<file path="src/rtl/pipe_pkg.sv">
// Shared widths, EX/MEM and MEM/WB field offsets and FSM states for the memory-access stage.
package pipe_pkg;

  localparam int unsigned N               = 24;
  localparam int unsigned M               = 6;
  localparam int unsigned LANES_W         = M * N;
  localparam int unsigned SET_VALUES_BUFFER = 17;
  localparam int unsigned BW              = SET_VALUES_BUFFER + 2 * LANES_W;
  localparam int unsigned WBW             = 6 + LANES_W;
  localparam int unsigned CNT_W           = $clog2(M);

  // EX/MEM word layout, LSB upwards: rd3, Rc, regWrite, memToReg, memWrite, flags, aluResult, opCode, opType, modeSel
  localparam int unsigned RD3_HI     = LANES_W - 1;
  localparam int unsigned RC_LO      = LANES_W;
  localparam int unsigned RC_HI      = RC_LO + 3;
  localparam int unsigned REGWRITE_B = RC_HI + 1;
  localparam int unsigned MEMTOREG_B = REGWRITE_B + 1;
  localparam int unsigned MEMWRITE_B = MEMTOREG_B + 1;
  localparam int unsigned ALURES_LO  = MEMWRITE_B + 4;
  localparam int unsigned ALURES_HI  = ALURES_LO + LANES_W - 1;
  localparam int unsigned MODESEL_B  = BW - 1;

  // MEM/WB word layout, LSB upwards: result, Rc, regWrite, modeSel
  localparam int unsigned WB_RES_HI     = LANES_W - 1;
  localparam int unsigned WB_RC_LO      = LANES_W;
  localparam int unsigned WB_RC_HI      = WB_RC_LO + 3;
  localparam int unsigned WB_REGWRITE_B = WB_RC_HI + 1;
  localparam int unsigned WB_MODESEL_B  = WB_REGWRITE_B + 1;

  typedef enum logic {
    IDLE,
    ACCESS
  } beatState_e;

  // Number of memory beats an access needs: one per lane in vector mode.
  function automatic logic [CNT_W-1:0] beatCount(input logic vecMode);
    return vecMode ? CNT_W'(M) : CNT_W'(1);
  endfunction

endpackage

</file>
<file path="src/rtl/mem_access_stage_if.sv">
// Single-port word-wide data-memory bus with a req/ready beat handshake.
interface mem_access_stage_if;
  import pipe_pkg::*;

  logic         memReq;
  logic         memWe;
  logic [N-1:0] memAddr;
  logic [N-1:0] memWdata;
  logic [N-1:0] memRdata;
  logic         memReady;

  modport master (
    output memReq, memWe, memAddr, memWdata,
    input  memRdata, memReady
  );

  modport slave (
    input  memReq, memWe, memAddr, memWdata,
    output memRdata, memReady
  );

endinterface

</file>
<file path="src/rtl/mem_beat_ctrl.sv">
// Beat sequencer: walks the lanes of an access, one beat per accepted handshake, and raises stall until the last beat lands.
module mem_beat_ctrl
  import pipe_pkg::*;
(
  input  logic             clk,
  input  logic             rst,
  input  logic             isMem,
  input  logic             vecMode,
  input  logic             memReady,
  output logic [CNT_W-1:0] beatIdx,
  output logic             lastBeat,
  output logic             beatDone,
  output logic             stall
);

  beatState_e       state, stateNext;
  logic [CNT_W-1:0] cnt, cntNext;

  // State and beat counter registers.
  always_ff @(posedge clk or negedge rst) begin
    if (!rst) begin
      state <= IDLE;
      cnt   <= '0;
    end else begin
      state <= stateNext;
      cnt   <= cntNext;
    end
  end

  // Next state, counter advance and the combinational stall/beat strobes.
  always_comb begin
    stateNext = state;
    cntNext   = cnt;
    beatIdx   = cnt;
    lastBeat  = (cnt == beatCount(vecMode) - CNT_W'(1));
    beatDone  = isMem & memReady & rst;
    stall     = isMem & rst & ~(lastBeat & memReady);

    if (!isMem) begin
      stateNext = IDLE;
      cntNext   = '0;
    end else begin
      case (state)
        IDLE: begin
          if (memReady && lastBeat) begin
            stateNext = IDLE;
            cntNext   = '0;
          end else if (memReady) begin
            stateNext = ACCESS;
            cntNext   = CNT_W'(1);
          end else begin
            stateNext = ACCESS;
            cntNext   = '0;
          end
        end
        ACCESS: begin
          if (memReady && lastBeat) begin
            stateNext = IDLE;
            cntNext   = '0;
          end else if (memReady) begin
            cntNext = cnt + CNT_W'(1);
          end
        end
        default: begin
          stateNext = IDLE;
          cntNext   = '0;
        end
      endcase
    end
  end

endmodule

</file>
<file path="src/rtl/mem_access_stage.sv">
// EX/MEM consumer: unpacks the execute word, serialises the data-memory access into lane beats and fills MEM/WB.
module mem_access_stage
  import pipe_pkg::*;
(
  input  logic                clk,
  input  logic                rst,
  input  logic [BW-1:0]       exMemIn,
  mem_access_stage_if.master  memBus,
  output logic                stall,
  output logic [WBW-1:0]      memWbOut
);

  logic               modeSel, memWrite, memToReg, regWrite, isMem;
  logic [3:0]         rc;
  logic [LANES_W-1:0] aluResult, rd3, loadData, result;
  logic [N-1:0]       base, laneWdata;
  logic [CNT_W-1:0]   beatIdx;
  logic               lastBeat, beatDone;
  logic [(M-1)*N-1:0] gather;
  logic               unusedBits;

  assign modeSel   = exMemIn[MODESEL_B];
  assign aluResult = exMemIn[ALURES_HI:ALURES_LO];
  assign memWrite  = exMemIn[MEMWRITE_B];
  assign memToReg  = exMemIn[MEMTOREG_B];
  assign regWrite  = exMemIn[REGWRITE_B];
  assign rc        = exMemIn[RC_HI:RC_LO];
  assign rd3       = exMemIn[RD3_HI:0];
  assign unusedBits = ^{exMemIn[MODESEL_B-1:ALURES_HI+1], exMemIn[ALURES_LO-1:MEMWRITE_B+1]};

  assign isMem = memWrite | memToReg;
  assign base  = aluResult[N-1:0];

  mem_beat_ctrl uBeatCtrl (
    .clk      (clk),
    .rst      (rst),
    .isMem    (isMem),
    .vecMode  (modeSel),
    .memReady (memBus.memReady),
    .beatIdx  (beatIdx),
    .lastBeat (lastBeat),
    .beatDone (beatDone),
    .stall    (stall)
  );

  // Select the store lane for the current beat.
  always_comb begin
    laneWdata = '0;
    for (int unsigned l = 0; l < M; l++) begin
      if (beatIdx == CNT_W'(l)) laneWdata = rd3[l*N +: N];
    end
  end

  assign memBus.memReq   = isMem & rst;
  assign memBus.memWe    = memWrite & rst;
  assign memBus.memAddr  = base + N'(beatIdx);
  assign memBus.memWdata = laneWdata;

  // Capture every non-final load lane; the final lane bypasses straight into MEM/WB.
  always_ff @(posedge clk or negedge rst) begin
    if (!rst) begin
      gather <= '0;
    end else if (beatDone && !lastBeat) begin
      for (int unsigned l = 0; l < M - 1; l++) begin
        if (beatIdx == CNT_W'(l)) gather[l*N +: N] <= memBus.memRdata;
      end
    end
  end

  assign loadData = modeSel ? {memBus.memRdata, gather}
                            : {{((M-1)*N){1'b0}}, memBus.memRdata};
  // A simultaneous write and load is a write; the ALU value is forwarded.
  assign result   = (memToReg && !memWrite) ? loadData : aluResult;

  // MEM/WB register: bubble while stalled so a multi-beat access writes back exactly once.
  always_ff @(posedge clk or negedge rst) begin
    if (!rst) begin
      memWbOut <= '0;
    end else if (stall) begin
      memWbOut <= '0;
    end else begin
      memWbOut[WB_MODESEL_B]        <= modeSel;
      memWbOut[WB_REGWRITE_B]       <= regWrite;
      memWbOut[WB_RC_HI:WB_RC_LO]   <= rc;
      memWbOut[WB_RES_HI:0]         <= result;
    end
  end

endmodule

</file>
<file path="src/flat_wrapper.sv">
// flat-port wrapper written by rule: the top's interface ports become plain ports
module mem_access_stage_flat import pipe_pkg::*;
  (clk, rst, exMemIn, stall, memWbOut, memBus_memReq, memBus_memWe, memBus_memAddr, memBus_memWdata, memBus_memRdata, memBus_memReady);
  mem_access_stage_if memBus_i ();
  input  logic clk;
  input  logic rst;
  input  logic [BW-1:0] exMemIn;
  output logic stall;
  output logic [WBW-1:0] memWbOut;
  output wire logic [$bits(memBus_i.memReq)-1:0] memBus_memReq;
  output wire logic [$bits(memBus_i.memWe)-1:0] memBus_memWe;
  output wire logic [$bits(memBus_i.memAddr)-1:0] memBus_memAddr;
  output wire logic [$bits(memBus_i.memWdata)-1:0] memBus_memWdata;
  input wire logic [$bits(memBus_i.memRdata)-1:0] memBus_memRdata;
  input wire logic [$bits(memBus_i.memReady)-1:0] memBus_memReady;
  assign memBus_memReq = memBus_i.memReq;
  assign memBus_memWe = memBus_i.memWe;
  assign memBus_memAddr = memBus_i.memAddr;
  assign memBus_memWdata = memBus_i.memWdata;
  assign memBus_i.memRdata = memBus_memRdata;
  assign memBus_i.memReady = memBus_memReady;
  mem_access_stage u_core (.clk(clk), .rst(rst), .exMemIn(exMemIn), .memBus(memBus_i), .stall(stall), .memWbOut(memWbOut));
endmodule
</file>
<file path="config.mk">
export PLATFORM = sky130hd
export DESIGN_NAME = mem_access_stage_flat
export DESIGN_NICKNAME = d
export VERILOG_FILES = /design/src/rtl/pipe_pkg.sv /design/src/rtl/mem_access_stage_if.sv /design/src/rtl/mem_beat_ctrl.sv /design/src/rtl/mem_access_stage.sv /design/src/flat_wrapper.sv
export SDC_FILE = /design/constraint.sdc
export NUM_CORES = 1
export LEC_CHECK = 0
export ABC_CLOCK_PERIOD_IN_PS = 2400
export CORE_AREA = 2 2 209 211
export DETAILED_ROUTE_END_ITERATION = 8
export DIE_AREA = 0 0 211 213
export GPL_ROUTABILITY_DRIVEN = 0
export PLACE_DENSITY = 0.57
export SYNTH_ARGS = -nofsm -noshare
export SYNTH_HDL_FRONTEND = slang
export SYNTH_SLANG_ARGS = --single-unit
export TNS_END_PERCENT = 1
</file>
<file path="constraint.sdc">
create_clock -name clk -period 2.4 [get_ports clk]
set_input_delay 0.24 -clock clk [delete_from_list [all_inputs] [get_ports clk]]
set_output_delay 0.24 -clock clk [all_outputs]
set_load 0.05 [all_outputs]
</file>
Word-level counts from Yosys, hierarchy flattened

Cells that the tools add are included.

Flip-flop bits (word level): 274
Output and inout port bits: 201
Word-level logic and storage cells: 56

Equality and inequality tests: 7
Bitwise operators: 9
Add/sub/neg operators: 3
Reduce and logical (&&, ||, !) cells: 11
Mux-type cells: 18

Operators with widths:

| cell                | count |
|---|---|
| $mux 144            | 2 |
| $mux 150            | 1 |
| $mux 24             | 6 |
| $add 24x3->24       | 1 |
| $mux 3              | 4 |
| $reduce_and 2->1    | 5 |
| $and 1x1->1         | 6 |
| $eq 3x2->1 const B  | 2 |
| $eq 3x3->1 const B  | 2 |
| $pmux 3 s2          | 1 |
| $mux 1              | 4 |
| $ne 4x4->1 const B  | 1 |
| $add 3x1->3 const B | 1 |
| $eq 3x1->1 const B  | 1 |
| $eq 3x3->1          | 1 |
| $logic_and 1x1->1   | 3 |
| $logic_not 3->1     | 1 |
| $sub 3x1->3 const B | 1 |
| $logic_not 1->1     | 2 |
| $not 1->1           | 2 |
| $or 1x1->1          | 1 |

Longest topological paths before layout

Depth after elaboration: 7
Depth in mapped cells: 9
Mapped depth without buffers: 7

By module

From an unflattened synthesis, not the netlist that was laid out.

Cells, all modules: 1155
Area total of the unflattened synthesis: 12424.4 µm²

Modules (own cells, without submodules):

| module           | cells each | seq. area each (µm²) | times used | area an instance (µm²) |
|---|---|---|---|---|
| mem_access_stage | 1128       | 6756.5               | 1          | 12170.4 |
| mem_beat_ctrl    | 27         | 100.1                | 1          | 254.0 |

Worst setup path before layout

No wires, ideal clock.

Path kind: register to output
Start point: register u_core.uBeatCtrl.cnt[0] (netlist: u_core.uBeatCtrl.beatIdx[0])
End point: output memBus_memAddr[20]
Stages on the path, launching flop included: 8
Arrival: 2507 ps
Slack: -347 ps
Cells stage by stage: dfrtp_1 > ha_1 > inv_1 > fa_1 > nor2b_1 > o21ai_1 > nor4_1 > xor2_1

Word-level cells in the longest chain between the ends: 1

Ends and longest elaborated chain:

| item                   | RTL line               | RTL |
|---|---|---|
| from (decl)            | mem_beat_ctrl.sv:17    | `logic [CNT_W-1:0] cnt, cntNext;` |
| from (signal assigned) | mem_beat_ctrl.sv:26    | `cnt <= cntNext;` |
| $add 24x3->24          | mem_access_stage.sv:56 | `assign memBus.memAddr = base + N'(beatIdx);` |
| to (decl)              | flat_wrapper.sv:12     | `output wire logic [$bits(memBus_i.memAddr)-1:0] memBus_memAddr;` |

Every way passes these cells.

Worst setup path after layout

Start point: register u_core.uBeatCtrl.cnt[0] (netlist: u_core.uBeatCtrl.beatIdx[0])
End point: output memBus_memAddr[8]

The elaborated chain is that of the path after synthesis.

==> results.toml <==
[timing]
timing.max_slew.rel_slack_pct = 43.70
post-route-period-util_pct = 116.6
max_clock_freq_ghz = 0.3573
post-route-min-period_ns = 2.799
fin_skew_ns = 0.02351
grt_setup_unrepaired = "true"
whs_ns = 0.07616
timing_hold_violations_final = 0
timing_max_transition_violations_final = 0
timing.final.setup_violations = 46
tightestPinTransition_ns = 0.8445
finalWorstSetupSlack_ns = -0.3986

[worst_setup_path]
cp_data_required_time_ns = 2.16
cpMaxStageDelayCell = "sky130_fd_sc_hd__dfrtp_1"
worstPathArrival_ns = 2.56
terminus_of_the_critical_flop_to_flop_path = "u_core.gather[119]"
series_of_cell_instances_along_the_critical_path = "ha_1, inv_1, fa_2, nor2b_4, o21ai_4, buf_4, nor2_1, xor2_1, buf_12"
reg2reg_slack_ns = 0.10
worstPathMaxFanout = 6
ff2ff_path_depth = 7
timing.critical_path.slowest_cell_delay_ns = 0.37
timing_worst_setup_path_type = "flop to output port"
worst_setup_path_endpoint = "memBus_memAddr[8]"
crit_family = "adder cells"
crit_path_end_kind = "output port"
cp.buffers_inverters = 3
critical_path_cell_count = 9
worstSetupStartpointType = "flop"
crit_start = "u_core.uBeatCtrl.beatIdx[0]"
reg2reg_from = "u_core.uBeatCtrl.beatIdx[0]"

[place]
detailed_placement_wirelength_estimate_microns = 38370
io_buffer_count = 523
dp_worst_setup_slack_ns = -0.4459

[logic_synthesis]
syn-mean-instance-area_sq_um = 10.62
yosysWarningCount = 0
netlist_area_sq_um = 12740
synth-edff-count = 0
ys_seq_area_share_pct = 53.82
postSynth.asyncResetShare_pct = 100.0
synth_top_area_share_pct = 53.82
synth.ff_latch_count = 274
ys_top_cells_by_area = "sky130_fd_sc_hd__dfrtp_1 54%, sky130_fd_sc_hd__mux2_2 11%, sky130_fd_sc_hd__a21oi_1 5.7%, sky130_fd_sc_hd__nand3_1 5.0%, sky130_fd_sc_hd__nand2_1 3.7%"
syn_nets = 1541
synthDominantAreaCellType = "sky130_fd_sc_hd__dfrtp_1"
ys_types = 48
yosys_most_used_dff = "sky130_fd_sc_hd__dfrtp_1"
synthCells = 1200

[final_layout]
finish.utilization_pct = 49.38
ff_latch_area_sq_um = 6858
flow.area_growth_from_synthesis_pct = 65.48
nets = 2081
nFillCells = 3894
post_route_cells_drive_above_1_share_pct = 21.71
multiInputGateArea_sq_um = 5694

[global_routing]
globalRouteOverflowTotal = 0
global_route_wire_length_before_repair_microns = 77360
groute.usage.overall_pct = 22.92
antenna_found_initial = 12
first_global_vias = 12150
groute.layer.met1.usage_pct = 30.04
global_route.usage.met3_pct = 4.957
grtUsageMet2_pct = 37.92
global_route.peak_usage_layer = "met2"
grt_start_max_net_pins = 94

[power]
power.ir.vdd_worst_uv = 553.6
relative_contribution_of_sequential_cells_to_total_power_pct = 36.1
power.share.switching_pct = 31.47
combinationalPowerShare_pct = 31.5
totalPowerFinal_mw = 15.36
leakagePower_nw = 9.137
clock_power_share_pct = 32.4
power.internal_mw = 10.53
power_density_nw_per_um2 = 728.5
switchingPower_mw = 4.833

[routing]
vias = 11750
firstDrtPassIters = 5
post_route_drc = 0
wl_microns = 53320
vias_per_cell = 5.076
final_antenna_net_count = 0
first_iter_violations = 763
route.detailed.wl_per_inst_microns = 23.04

[clock_tree]
cts.path.max_buffers = 3
cts_tree = "yes"
ctsHtreeMaxLevel = 1
clock_sinks = 274
clock_tree.root_cell = "sky130_fd_sc_hd__clkbuf_16"
clk-insertion-delay-late_ns = 0.57
clkSlewWorstSetupHoldPaths_ns = 0.06
cts-buffers-inserted = 31

[floorplan]
floorplan.initialDensity_pct = 29.84
die_x_microns = 211
die-height_microns = 213
row_count = 76
ios = 533
core_area_sq_um = 42700
die_area_sq_um = 44940

[outcome]
violated_checks = "negative setup slack"
run_status = "complete, but fails checks"

[hold_path]
holdCritPathClass = "input pin to async pin"

[flow_run]
drv.max_cap_violation_count = 0
-- final cells by class --
class / instances / share of cell area [%]
antenna: 4 / 0.04747
clock buffer: 48 / 4.552
clock inverter: 9 / 0.6231
inverter: 10 / 0.1780
multi-input combinational: 810 / 27.01
sequential: 274 / 32.53
tap: 546 / 3.240
timing repair buffer: 613 / 31.83
-- metal layers --
layer	wire, microns	share of wire, %
met5	13	0.024
met4	1642	3.1
met3	3266	6.1
met2	26130	49
met1	22270	42
-- power by group through the flow --
stage / Combinational [mW] / Clock [mW] / Sequential, mW
2_1_floorplan: 1.69 / 0 / 6.32
3_3_place_gp: 4.71 / 0 / 5.59
3_5_place_dp: 4.75 / 0 / 5.62
4_1_cts: 4.83 / 5.10 / 5.54
5_1_grt: 5.09 / 5.33 / 5.61
6_report: 4.84 / 4.97 / 5.54
-- per-stage QoR --
| step | setup TNS, ns | cells | area (sq um) |
|---|---|---|---|
| floorplan | -1.895 | 1200 | 12780 |
| global placement | -4.386 | 2246 | 19620 |
| detailed placement | -4.882 | 2246 | 19620 |
| CTS | -14.80 | 2307 | 20930 |
| global route | -18.21 | 2314 | 21080 |
| finish | -12.72 | 2314 | 21080 |
-- layout by cell type, fill, tap and decap left out, types with 16 or more instances in the layout --
master and instances:
sky130_fd_sc_hd__mux2_2 119, sky130_fd_sc_hd__a21oi_1 144, sky130_fd_sc_hd__nand3_1 128, sky130_fd_sc_hd__mux2i_1 25, sky130_fd_sc_hd__a22oi_1 18, sky130_fd_sc_hd__buf_12 69, sky130_fd_sc_hd__a22o_1 23, sky130_fd_sc_hd__nand2_1 126
sky130_fd_sc_hd__nor2_1 30, sky130_fd_sc_hd__buf_4 64, sky130_fd_sc_hd__a211oi_1 25, sky130_fd_sc_hd__o21ai_1 16, sky130_fd_sc_hd__clkbuf_16 31, sky130_fd_sc_hd__dfrtp_1 273, sky130_fd_sc_hd__clkdlybuf4s50_1 470, sky130_fd_sc_hd__nand2b_1 24
-- sequential cells by signal, indices dropped and copies added, names as in the netlist --
name / flops
u_core.memWbOut: 150
u_core.gather: 120
u_core.uBeatCtrl.beatIdx: 3
u_core.uBeatCtrl.state: 1
-- cells by family (layout without fill, tap and decap cells) --
kind of cell | Yosys count | count (layout) | synth area share (%)
flops | 274 | 274 | 53.82
buf+inv | 116 | 680 | 4.115
xor+xnor | 21 | 21 | 1.444
mux | 145 | 145 | 12.57
other cells | 0 | 4 | 0
compound gates | 280 | 280 | 13.95
simple gates | 355 | 355 | 13.16
fa+ha+maj | 9 | 9 | 0.9428
-- how the worst min path moves through the flow --
stage	endpoint	slack (ns)	cells after the start
after floorplan	u_core.gather[0]	-0.06	0
after global placement	u_core.uBeatCtrl.state	0.05	1
after detailed placement	u_core.uBeatCtrl.state	0.05	1
after CTS	u_core.uBeatCtrl.state	0.04	2
after global routing	u_core.uBeatCtrl.state	0.06	2
final	u_core.uBeatCtrl.state	0.08	2
-- synthesized netlist by cell type, types with 3 or more instances --
cell type and instances:
sky130_fd_sc_hd__mux2_2 119, sky130_fd_sc_hd__nand4_1 6, sky130_fd_sc_hd__clkbuf_1 75, sky130_fd_sc_hd__a32o_1 24, sky130_fd_sc_hd__nand2_1 126, sky130_fd_sc_hd__nor2_1 32, sky130_fd_sc_hd__buf_1 3, sky130_fd_sc_hd__inv_1 10
sky130_fd_sc_hd__a211oi_1 25, sky130_fd_sc_hd__a22oi_1 24, sky130_fd_sc_hd__or3_1 3, sky130_fd_sc_hd__and3_1 4, sky130_fd_sc_hd__o21ai_0 25, sky130_fd_sc_hd__nand2b_1 25, sky130_fd_sc_hd__mux2i_1 25, sky130_fd_sc_hd__buf_6 3
sky130_fd_sc_hd__ha_1 8, sky130_fd_sc_hd__a21oi_1 145, sky130_fd_sc_hd__dfrtp_1 274, sky130_fd_sc_hd__nand3_1 128, sky130_fd_sc_hd__xor2_1 9, sky130_fd_sc_hd__xnor2_1 12, sky130_fd_sc_hd__nor3_1 7, sky130_fd_sc_hd__buf_2 21
sky130_fd_sc_hd__nor4_1 3, sky130_fd_sc_hd__a22o_1 23, sky130_fd_sc_hd__nor2b_1 14
-- repair_timing --
item	4_1_cts	5_1_grt
hold buffers	1	0
resized for setup	48	36
setup endpoints to repair	50	67
buffers inserted	2	3
pin swaps	17	15
hold endpoints to repair	92	0
gates cloned	1	0
No activity file was read; power rests on OpenSTA's default activity.
